<file path="src/rtl/m_tx_frame_arb.sv">
// Transmit arbiter for the UART command link. It round-robins two requesters and streams
// a 9-byte response frame (header, len, cmd, four param bytes, checksum, tail) to UART TX.
module m_tx_frame_arb #(
  parameter logic [7:0] HEADER = 8'h40,
  parameter logic [7:0] TAIL   = 8'hBC
) (
  input  logic        i_clk,
  input  logic        i_rst,
  input  logic [1:0]  i_req,
  input  logic [7:0]  i_cmd0,
  input  logic [7:0]  i_cmd1,
  input  logic [31:0] i_para0,
  input  logic [31:0] i_para1,
  output logic [1:0]  o_gnt,
  output logic        o_tx_valid,
  output logic [7:0]  o_tx_data,
  input  logic        i_tx_ready,
  output logic        o_busy,
  output logic        o_done,
  output logic [15:0] o_frame_cnt
);

  localparam logic [7:0] LEN      = 8'h05;
  localparam logic [3:0] LAST_IDX = 4'd8;

  typedef enum logic {
    S_IDLE = 1'b0,
    S_SEND = 1'b1
  } state_t;

  // Two's-complement checksum so that LEN..P0 plus CHK sums to zero modulo 256.
  function automatic logic [7:0] frame_chk(input logic [7:0] cmd, input logic [31:0] para);
    logic [7:0] sum;
    sum = LEN + cmd + para[31:24] + para[23:16] + para[15:8] + para[7:0];
    return (~sum) + 8'd1;
  endfunction

  function automatic logic [7:0] frame_byte(input logic [3:0]  idx,
                                            input logic [7:0]  cmd,
                                            input logic [31:0] para);
    logic [7:0] b;
    case (idx)
      4'd0:    b = HEADER;
      4'd1:    b = LEN;
      4'd2:    b = cmd;
      4'd3:    b = para[31:24];
      4'd4:    b = para[23:16];
      4'd5:    b = para[15:8];
      4'd6:    b = para[7:0];
      4'd7:    b = frame_chk(cmd, para);
      4'd8:    b = TAIL;
      default: b = 8'h00;
    endcase
    return b;
  endfunction

  state_t      state_q, state_d;
  logic [3:0]  idx_q, idx_d;
  logic        last_q, last_d;
  logic [7:0]  cmd_q, cmd_d;
  logic [31:0] para_q, para_d;
  logic [1:0]  gnt_q, gnt_d;
  logic        tx_valid_q, tx_valid_d;
  logic [7:0]  tx_data_q, tx_data_d;
  logic        busy_q, busy_d;
  logic        done_q, done_d;
  logic [15:0] frame_cnt_q, frame_cnt_d;
  logic        win_s;
  logic        accept_s;

  assign accept_s = tx_valid_q & i_tx_ready;

  // A lone request wins outright; a tie goes to the requester not served last.
  always_comb begin
    win_s = 1'b0;
    if (i_req == 2'b10) begin
      win_s = 1'b1;
    end else if (i_req == 2'b11) begin
      win_s = ~last_q;
    end else begin
      win_s = 1'b0;
    end
  end

  // Frame sequencing: grant and capture in IDLE, then advance one byte per accepted handshake.
  always_comb begin
    state_d     = state_q;
    idx_d       = idx_q;
    last_d      = last_q;
    cmd_d       = cmd_q;
    para_d      = para_q;
    gnt_d       = 2'b00;
    tx_valid_d  = tx_valid_q;
    tx_data_d   = tx_data_q;
    busy_d      = busy_q;
    done_d      = 1'b0;
    frame_cnt_d = frame_cnt_q;
    case (state_q)
      S_IDLE: begin
        if (i_req != 2'b00) begin
          state_d    = S_SEND;
          idx_d      = 4'd0;
          last_d     = win_s;
          cmd_d      = win_s ? i_cmd1 : i_cmd0;
          para_d     = win_s ? i_para1 : i_para0;
          gnt_d      = win_s ? 2'b10 : 2'b01;
          tx_valid_d = 1'b1;
          tx_data_d  = HEADER;
          busy_d     = 1'b1;
        end else begin
          state_d = S_IDLE;
        end
      end
      S_SEND: begin
        if (accept_s && (idx_q == LAST_IDX)) begin
          state_d     = S_IDLE;
          idx_d       = 4'd0;
          tx_valid_d  = 1'b0;
          tx_data_d   = 8'h00;
          busy_d      = 1'b0;
          done_d      = 1'b1;
          frame_cnt_d = frame_cnt_q + 16'd1;
        end else if (accept_s) begin
          idx_d     = idx_q + 4'd1;
          tx_data_d = frame_byte(idx_q + 4'd1, cmd_q, para_q);
        end else begin
          state_d = S_SEND;
        end
      end
      default: begin
        state_d    = S_IDLE;
        idx_d      = 4'd0;
        tx_valid_d = 1'b0;
        tx_data_d  = 8'h00;
        busy_d     = 1'b0;
      end
    endcase
  end

  // State and output registers; reset drops any frame in flight immediately.
  always_ff @(posedge i_clk or posedge i_rst) begin
    if (i_rst) begin
      state_q     <= S_IDLE;
      idx_q       <= 4'd0;
      last_q      <= 1'b1;
      cmd_q       <= 8'h00;
      para_q      <= 32'h0000_0000;
      gnt_q       <= 2'b00;
      tx_valid_q  <= 1'b0;
      tx_data_q   <= 8'h00;
      busy_q      <= 1'b0;
      done_q      <= 1'b0;
      frame_cnt_q <= 16'h0000;
    end else begin
      state_q     <= state_d;
      idx_q       <= idx_d;
      last_q      <= last_d;
      cmd_q       <= cmd_d;
      para_q      <= para_d;
      gnt_q       <= gnt_d;
      tx_valid_q  <= tx_valid_d;
      tx_data_q   <= tx_data_d;
      busy_q      <= busy_d;
      done_q      <= done_d;
      frame_cnt_q <= frame_cnt_d;
    end
  end

  assign o_gnt       = gnt_q;
  assign o_tx_valid  = tx_valid_q;
  assign o_tx_data   = tx_data_q;
  assign o_busy      = busy_q;
  assign o_done      = done_q;
  assign o_frame_cnt = frame_cnt_q;

endmodule

</file>
<file path="config.mk">
export PLATFORM = sky130hd
export DESIGN_NAME = m_tx_frame_arb
export DESIGN_NICKNAME = d
export VERILOG_FILES = /design/src/rtl/m_tx_frame_arb.sv
export SDC_FILE = /design/constraint.sdc
export NUM_CORES = 1
export LEC_CHECK = 0
export CORE_MARGIN = 2
export CORE_UTILIZATION = 52
export CTS_BUF_LIST = sky130_fd_sc_hd__clkbuf_4 sky130_fd_sc_hd__clkbuf_8
export CTS_CLUSTER_DIAMETER = 40
export DETAILED_ROUTE_END_ITERATION = 12
export GPL_TIMING_DRIVEN = 0
export HOLD_SLACK_MARGIN = 0.08
export PLACE_DENSITY = 0.93
export SLEW_MARGIN = 20
export SYNTH_ARGS = -nofsm -noshare
export SYNTH_HDL_FRONTEND = slang
export SYNTH_SLANG_ARGS = --single-unit
</file>
<file path="constraint.sdc">
create_clock -name i_clk -period 5.2 [get_ports i_clk]
set_input_delay 0.52 -clock i_clk [delete_from_list [all_inputs] [get_ports i_clk]]
set_output_delay 0.52 -clock i_clk [all_outputs]
set_load 0.01 [all_outputs]
</file>
# == Word-level counts from Yosys, hierarchy flattened ==
# Cells that the tools add are included.
# W data, S select, Z words.
# totals
out_inout_bits,29
wordCells,67
register_bits,74
inputBits,85
# op_classes
bitwise_logic,4
n_reduce_logical,7
n_mux,24
add_sub_neg,8
eq_ne,14
# op_table
cell,count
$pmux W8 S9,1
$add A8 B8 Y8,4
$mux W32,1
$mux W8,4
$add A16 B1 Y16 const B,1
$eq A4 B3 Y1 const B,4
$pmux W8 S2,1
$mux W4,3
$add A3 B8 Y8 const A,1
$add A8 B1 Y8 const B,1
$eq A4 B2 Y1 const B,2
$eq A4 B4 Y1 const B,2
$mux W1,8
$not A8 Y8,1
$pmux W4 S2,1
$reduce_and A2 Y1,4
$mux W2,3
$add A4 B1 Y4 const B,1
$eq A2 B2 Y1 const B,2
$eq A4 B1 Y1 const B,1
$logic_not A4 Y1,1
$pmux W1 S2,2
$ne A3 B1 Y1 const B,1
$ne A2 B1 Y1 const B,1
5 further kinds,6

# == Depth between registers and ports, before layout ==
# Gate-level depths: netlist (run 1).
# depth
depth_word,11
mapped_depth,17
depth_no_buf,17

# == Least setup slack after synthesis (run 1) ==
# OpenSTA, ideal clock, no wires.
# synth_path
kind,register to register
startpoint,register cmd_q[3]
endpoint,register tx_data_q[6] (netlist: o_tx_data[6])
period_less_slack_ns,3.795
t_arrival_ns,3.722
stages_incl_launch_ff,16
required_time_ns,5.127
path_slack_ns,1.405
n_path_buf,0
setup_ns,0.073
path_cell_list,dfrtp_1 inv_1 fa_1 inv_1 fa_1 inv_1 fa_1 inv_1 ha_1 a21o_1 a21oi_4 xor2_2 a211oi_1 or3b_1 a21o_1 a21oi_2
# synth_between
elab_chain_len,11
# synth_rtl
element,line,text
start: declaration,60,"logic [7:0] cmd_q, cmd_d;"
start signal: assignment,158,cmd_q <= cmd_d;
$add A3 B8 Y8,34,sum = LEN + cmd + para[31:24] + para[23:16] + para[15:8] + para[7:0];
$add A8 B8 Y8 (4 in a row),34,
$not A8 Y8,35,return (~sum) + 8'd1;
$add A8 B1 Y8,35,
$pmux W8 S9,42,case (idx)
$mux W8,123,end else if (accept_s) begin
$mux W8,115,if (accept_s && (idx_q == LAST_IDX)) begin
$pmux W8 S2,98,case (state_q)
end signal: assignment,162,tx_data_q <= tx_data_d;
end: declaration,64,"logic [7:0] tx_data_q, tx_data_d;"
# Every way passes these cells. The select of a mux whose other input is x is not followed.
# A chain may end at the register's enable or synchronous reset.

# == Worst setup path after layout (run 1) ==
# layout_path
startpoint,register cmd_q[4]
endpoint,register tx_data_q[6] (netlist: o_tx_data[6])
# Same word-level chain as after synthesis.

==> results of run 1 <==
-- sequential cells by signal, indices dropped and copies added, names as in the netlist --
| signal | count |
|---|---|
| para_q | 32 |
| o_frame_cnt | 16 |
| cmd_q | 8 |
| o_tx_data | 8 |
| idx_q | 4 |
| o_gnt | 2 |
| last_q | 1 |
| o_busy | 1 |
| o_done | 1 |
| state_q | 1 |
-- through the flow --
stage / area, um2 / util (%)
floorplan: 4860 / -
global placement: 6130 / 67.0
detailed placement: 6160 / 67.4
CTS: 6370 / 69.7
global route: 6370 / 69.7
finish: 6370 / 69.7
-- placed cells by master (no fill, tap or decap), types with 7 or more instances in the layout --
cell | synthesis | layout
nor2_1 | 17 | 17
mux2i_1 | 40 | 40
fa_1 | 20 | 20
dfrtp_1 | 73 | 73
clkdlybuf4s50_1 | 0 | 113
nor2b_1 | 7 | 7
a21oi_1 | 11 | 11
a22o_1 | 9 | 9
nand3_1 | 12 | 12
xnor2_1 | 22 | 22
o21ai_0 | 50 | 50
ha_1 | 21 | 21
xor2_1 | 8 | 8
clkbuf_1 | 12 | 12
nand2_1 | 63 | 63
inv_1 | 59 | 58
clkbuf_8 | 0 | 9
-- layer usage --
| layer | vias up | track usage, % |
|---|---|---|
| met4 | 0 | 10.0 |
| met5 | - | 0 |
| met1 | 1961 | 32.4 |
| met3 | 40 | 6.17 |
| met2 | 198 | 46.9 |
| li1 | 1920 | - |
-- worst max-delay path by stage --
stage / from / end / slack (ns) / cells after the start
global placement: cmd_q[3] / o_tx_data[6] / 1.21 / 15
global route: cmd_q[4] / o_tx_data[6] / 0.88 / 15
detailed placement: cmd_q[3] / o_tx_data[6] / 1.12 / 15
floorplan: cmd_q[3] / o_tx_data[6] / 1.40 / 15
finish: cmd_q[4] / o_tx_data[6] / 1.07 / 15
CTS: cmd_q[3] / o_tx_data[6] / 1.08 / 15
-- cells by family after synthesis --
group,after synthesis
simple gates,120
flops,74
xor+xnor,34
mux,41
fa+ha+maj,41
buf+inv,81
compound gates,105
-- final cells by class --
type | count | area share [%]
Buffer | 22 | 1.83
Clock buffer | 9 | 1.94
Clock inverter | 7 | 1.35
Inverter | 59 | 3.51
Multi-Input combinational cell | 341 | 41.9
Sequential cell | 74 | 29.1
Tap cell | 111 | 2.18
Timing Repair Buffer | 114 | 18.2
==> impl_metrics.ini, run 1 <==
[clock_tree]
numCtsBuffers = 9
cts_sinks = 74
post_cts_buffers = 0
clkSlewWorstSetupHoldPaths_ns = 0.10
clk_latency_ns = 0.37
cts_root_buf = clkbuf_8
hold_buffers = 0
cts_tree = built
clockBufferDepth = 2
htree_levels = 3
cts-resized-gates = 0

[routing]
routed_wl_um = 13000
wl_met3_um = 903
drt_iter0_markers = 319
top_layer = met4
wl_per_cell_um = 17.6
drc = 0
ant_nets = 0
vias_per_cell = 5.59
wl_met2_um = 6590
num_vias = 4119
drt_pass1_iterations = 5
wl_met1_um = 5090

[grt]
antenna_found_initial = 0
grt_max_degree = 50
grt_usage_pct = 26.9
grt_overflow_total = 0
grt_pass1_vias = 4361
grt_pass1_wl_um = 21100

[synth]
synth.largest_area_cell = dfrtp_1
synth_compound_area_share_pct = 13.9
synth_area_mm2 = 0.00486
yosys.area_share.simple_pct = 12.1
synth_commonest_cells = dfrtp_1 (73), nand2_1 (63), inv_1 (59)
yosysMostFrequentCell = dfrtp_1
syn_nets = 622
synth.avg_cell_area_um2 = 9.81
synthCells = 496
synth_top_family_by_area = compound AO/OA/AOI/OAI gates
yosys_warnings = 0
synth_top_area_share_pct = 37.6
synth-edff-count = 0
async_reset_ff_share_pct = 100
synthMuxAreaShare_pct = 8.46
synthXorXnorAreaFrac_pct = 6.87
yosys.cell_types.count = 58
synth_ff_type = dfrtp_1
ys_seq_area_share_pct = 38.1
synthTopCellsByArea = dfrtp_1 (38%), fa_1 (8.2%), mux2i_1 (8.2%)
synth_adder_area_share_pct = 13.6
ys_ff_latch = 74

[worst_setup_path]
r2r_slack_ns = 1.07
arrival_ns = 4.43
cp_data_required_time_ns = 5.51
crit_chain = inv_1 -> fa_1 -> inv_1 -> fa_1 -> inv_1 -> fa_1 -> inv_1 -> ha_1 -> nor2b_1 -> o21ai_0 -> a21boi_1 -> o211ai_1 -> or3b_1 -> a21o_1 -> a21oi_2
end_kind = register
cp_max_fo = 3
r2r_start = cmd_q[4]
worst_path_most_repeated_cell = inv_1
startpoint_type = register
worst_path_largest_cell_delay_ns = 0.54
crit_type = reg2reg
rr_worst_depth = 15
path_delay_family = adder cells
regToRegEndpoint = o_tx_data[6]
crit_path_top_delay_cell = fa_1
crit_buf_inv = 4

[outcome]
status = complete, no violations

[placed_design]
hpwlAfterDp_um = 10100
gp_congestion = 0.927
pre_cts_ws_ns = 1.12
dp.cells = 721
io_buffers = 113

[die]
die_y_um = 101
initial_core_util_pct = 53.2
dieArea_mm2 = 0.0101
core_mm2 = 0.00915
ios = 114
die_width_um = 101
rows = 35

[flow_run]
cap_violations = 0

[sta]
period_needed_ns = 4.13
slew_headroom_pct = 57.1
rsz0062_at_grt = false
worst-slew-pin-transition_ns = 0.643
whs_ns = 0.468
finClkSkew_ns = 0.0142
finalWorstSetupSlack_ns = 1.07
setup_violations = 0
fmax_mhz = 242
fin_crit_sh_pct = 79.4
hold_violations = 0
slew_violations = 0
fin_tns_setup_ns = 0

[layout]
drive_above_1_share_pct = 7.51
syn_to_final_growth_pct = 31.0
n_fill_cell = 641
final_cells = 737
fin_nets = 747
antenna_cells = 0
multi_input_area_mm2 = 0.00267
seq_area_mm2 = 0.00185

[worst_hold_path]
hp-class = in2async
Power of run 1 is left out: the tool's default activity adds up to more than one toggle a clock period on the data nets, which glitch-free logic cannot reach.
==> inputs of run 2 (changes only) <==
--- a/config.mk
+++ b/config.mk
@@ -6,13 +6,13 @@
 export NUM_CORES = 1
 export LEC_CHECK = 0
 export CORE_MARGIN = 2
-export CORE_UTILIZATION = 52
+export CORE_UTILIZATION = 47
 export CTS_BUF_LIST = sky130_fd_sc_hd__clkbuf_4 sky130_fd_sc_hd__clkbuf_8
 export CTS_CLUSTER_DIAMETER = 40
 export DETAILED_ROUTE_END_ITERATION = 12
 export GPL_TIMING_DRIVEN = 0
 export HOLD_SLACK_MARGIN = 0.08
-export PLACE_DENSITY = 0.93
+export PLACE_DENSITY = 0.89
 export SLEW_MARGIN = 20
 export SYNTH_ARGS = -nofsm -noshare
 export SYNTH_HDL_FRONTEND = slang
==> constraint.sdc (replaced) <==
create_clock -name i_clk -period 3.6 [get_ports i_clk]
set_input_delay 0.36 -clock i_clk [delete_from_list [all_inputs] [get_ports i_clk]]
set_output_delay 0.36 -clock i_clk [all_outputs]
set_load 0.01 [all_outputs]
==> impl_metrics.ini, run 2 (synthesis gave the netlist of run 1 again) <==
[routing]
wl_per_cell_um = 17.1
drt_iter0_markers = 256
drc = 0
ant_nets = 0
vias_per_cell = 5.44
drt_pass1_iterations = 6
routed_wl_um = 13200
num_vias = 4186

[worst_setup_path]
crit_path_top_delay_cell = fa_1
worst_path_largest_cell_delay_ns = 0.54
regToRegEndpoint = o_tx_data[6]
r2r_start = para_q[18]
end_kind = register
crit_type = reg2reg
arrival_ns = 4.26
cp_max_fo = 3
startpoint_type = register
rr_worst_depth = 14
crit_chain = fa_1 -> fa_1 -> inv_2 -> fa_1 -> inv_2 -> ha_4 -> inv_2 -> fa_2 -> nand3b_1 -> nor2_2 -> a211oi_1 -> or3b_1 -> a21o_1 -> a21oi_2
r2r_slack_ns = -0.37
cp_data_required_time_ns = 3.90

[placed_design]
io_buffers = 113
hpwlAfterDp_um = 10400
placed_area_mm2 = 0.00620
dp.cells = 746
pre_cts_ws_ns = -0.388
gp_congestion = 0.896

[clock_tree]
clockBufferDepth = 2
clk_latency_ns = 0.36
cts_root_buf = clkbuf_8
cts_tree = built
numCtsBuffers = 9
cts_sinks = 74
htree_levels = 3
clkSlewWorstSetupHoldPaths_ns = 0.09
hold_buffers = 0

[outcome]
status = complete, but fails checks
violations = setup timing

[layout]
top_register = para_q
final_cell_mix = clkdlybuf4s50_1 (113), dfrtp_1 (72), nand2_1 (63), inv_1 (53), o21ai_0 (49)
fin_nets = 755
final_cells = 770
final_common_cell = clkdlybuf4s50_1
design_area_mm2 = 0.00654
largest_reg_flops = 32
drive_above_1_share_pct = 11.0
syn_to_final_growth_pct = 34.3
antenna_cells = 0

[die]
rows = 37
dieArea_mm2 = 0.0112
ios = 114
initial_core_util_pct = 47.8
die_y_um = 106
die_width_um = 106
core_mm2 = 0.0102

[sta]
setup_violations = 5
worst-slew-pin-transition_ns = 0.619
rsz0062_at_grt = true
slew_headroom_pct = 58.5
period_needed_ns = 3.97
hold_violations = 0
slew_violations = 0
finalWorstSetupSlack_ns = -0.365
fin_crit_sh_pct = 110
fmax_mhz = 252
finClkSkew_ns = 0.00767

[grt]
antenna_found_initial = 0
grt_pass1_vias = 4273
grt_usage_pct = 24.7
grt_overflow_total = 0
grt_max_degree = 42
grt_pass1_wl_um = 21500

[flow_run]
cap_violations = 0

[worst_hold_path]
hp-class = in2async
==> run 2: changes by cell type in the layout (fill, tap and decap cells not counted), sizes merged <==
cell	previous run	this run
clkinv	2	0
buf	11	19
clkinvlp	1	2
inv	62	63
==> run 2: worst max-delay path: cells and delay by family (launching register included) <==
kind	cells	cell delay, ns
and+or+nand+nor	3	0.67
adders and majority gates	5	2.21
AOI/OAI and AO/OA	3	0.42
DFF	1	0.44
buffers and inverters	3	0.16
==> run 2: how the worst max path moves through the flow <==
stage / startpoint / to / slack, ns
5_1_grt: cmd_q[4] / o_tx_data[6] / -0.49
6_report: para_q[18] / o_tx_data[6] / -0.37
3_5_place_dp: para_q[1] / o_tx_data[7] / -0.39
2_1_floorplan: para_q[10] / o_tx_data[6] / -0.07
4_1_cts: para_q[10] / o_tx_data[6] / -0.33
3_3_place_gp: para_q[11] / o_tx_data[6] / -0.34
==> run 2: area by class of cell <==
type	instances	area (um2)
tap	136	170
buffer	22	116
timing repair buffer	122	1210
sequential	74	1850
clock buffer	9	124
fill	844	3650
clock inverter	7	82.6
inverter	59	224
multi-input combinational	341	2750
==> run 2: timing repair <==
item	CTS	global route
setup endpoints to repair	5	5
setup buffers	8	0
pin swaps	10	6
resized for setup	10	7
==> run 2: metal layers <==
| metal | global-route usage (%) | vias to the layer above | share of wire (%) |
|---|---|---|---|
| met3 | 2.91 | 28 | 5.7 |
| met4 | 8.46 | 0 | 2.4 |
| met1 | 32.7 | 2056 | 42 |
| met5 | 0 | - | 0 |
| li1 | - | 1936 | - |
| met2 | 42.3 | 166 | 50 |
==> run 2: through the flow <==
step | hold WS (ns) | setup TNS, ns | utilization, %
after floorplan | 0.469 | -0.0686 | -
after global placement | 0.457 | -1.22 | 60.7
after detailed placement | 0.462 | -1.49 | 60.9
after CTS | 0.393 | -1.33 | 63.9
after global routing | 0.430 | -2.14 | 64.2
final | 0.381 | -1.48 | 64.2
Power of run 2 is left out for the same reason.
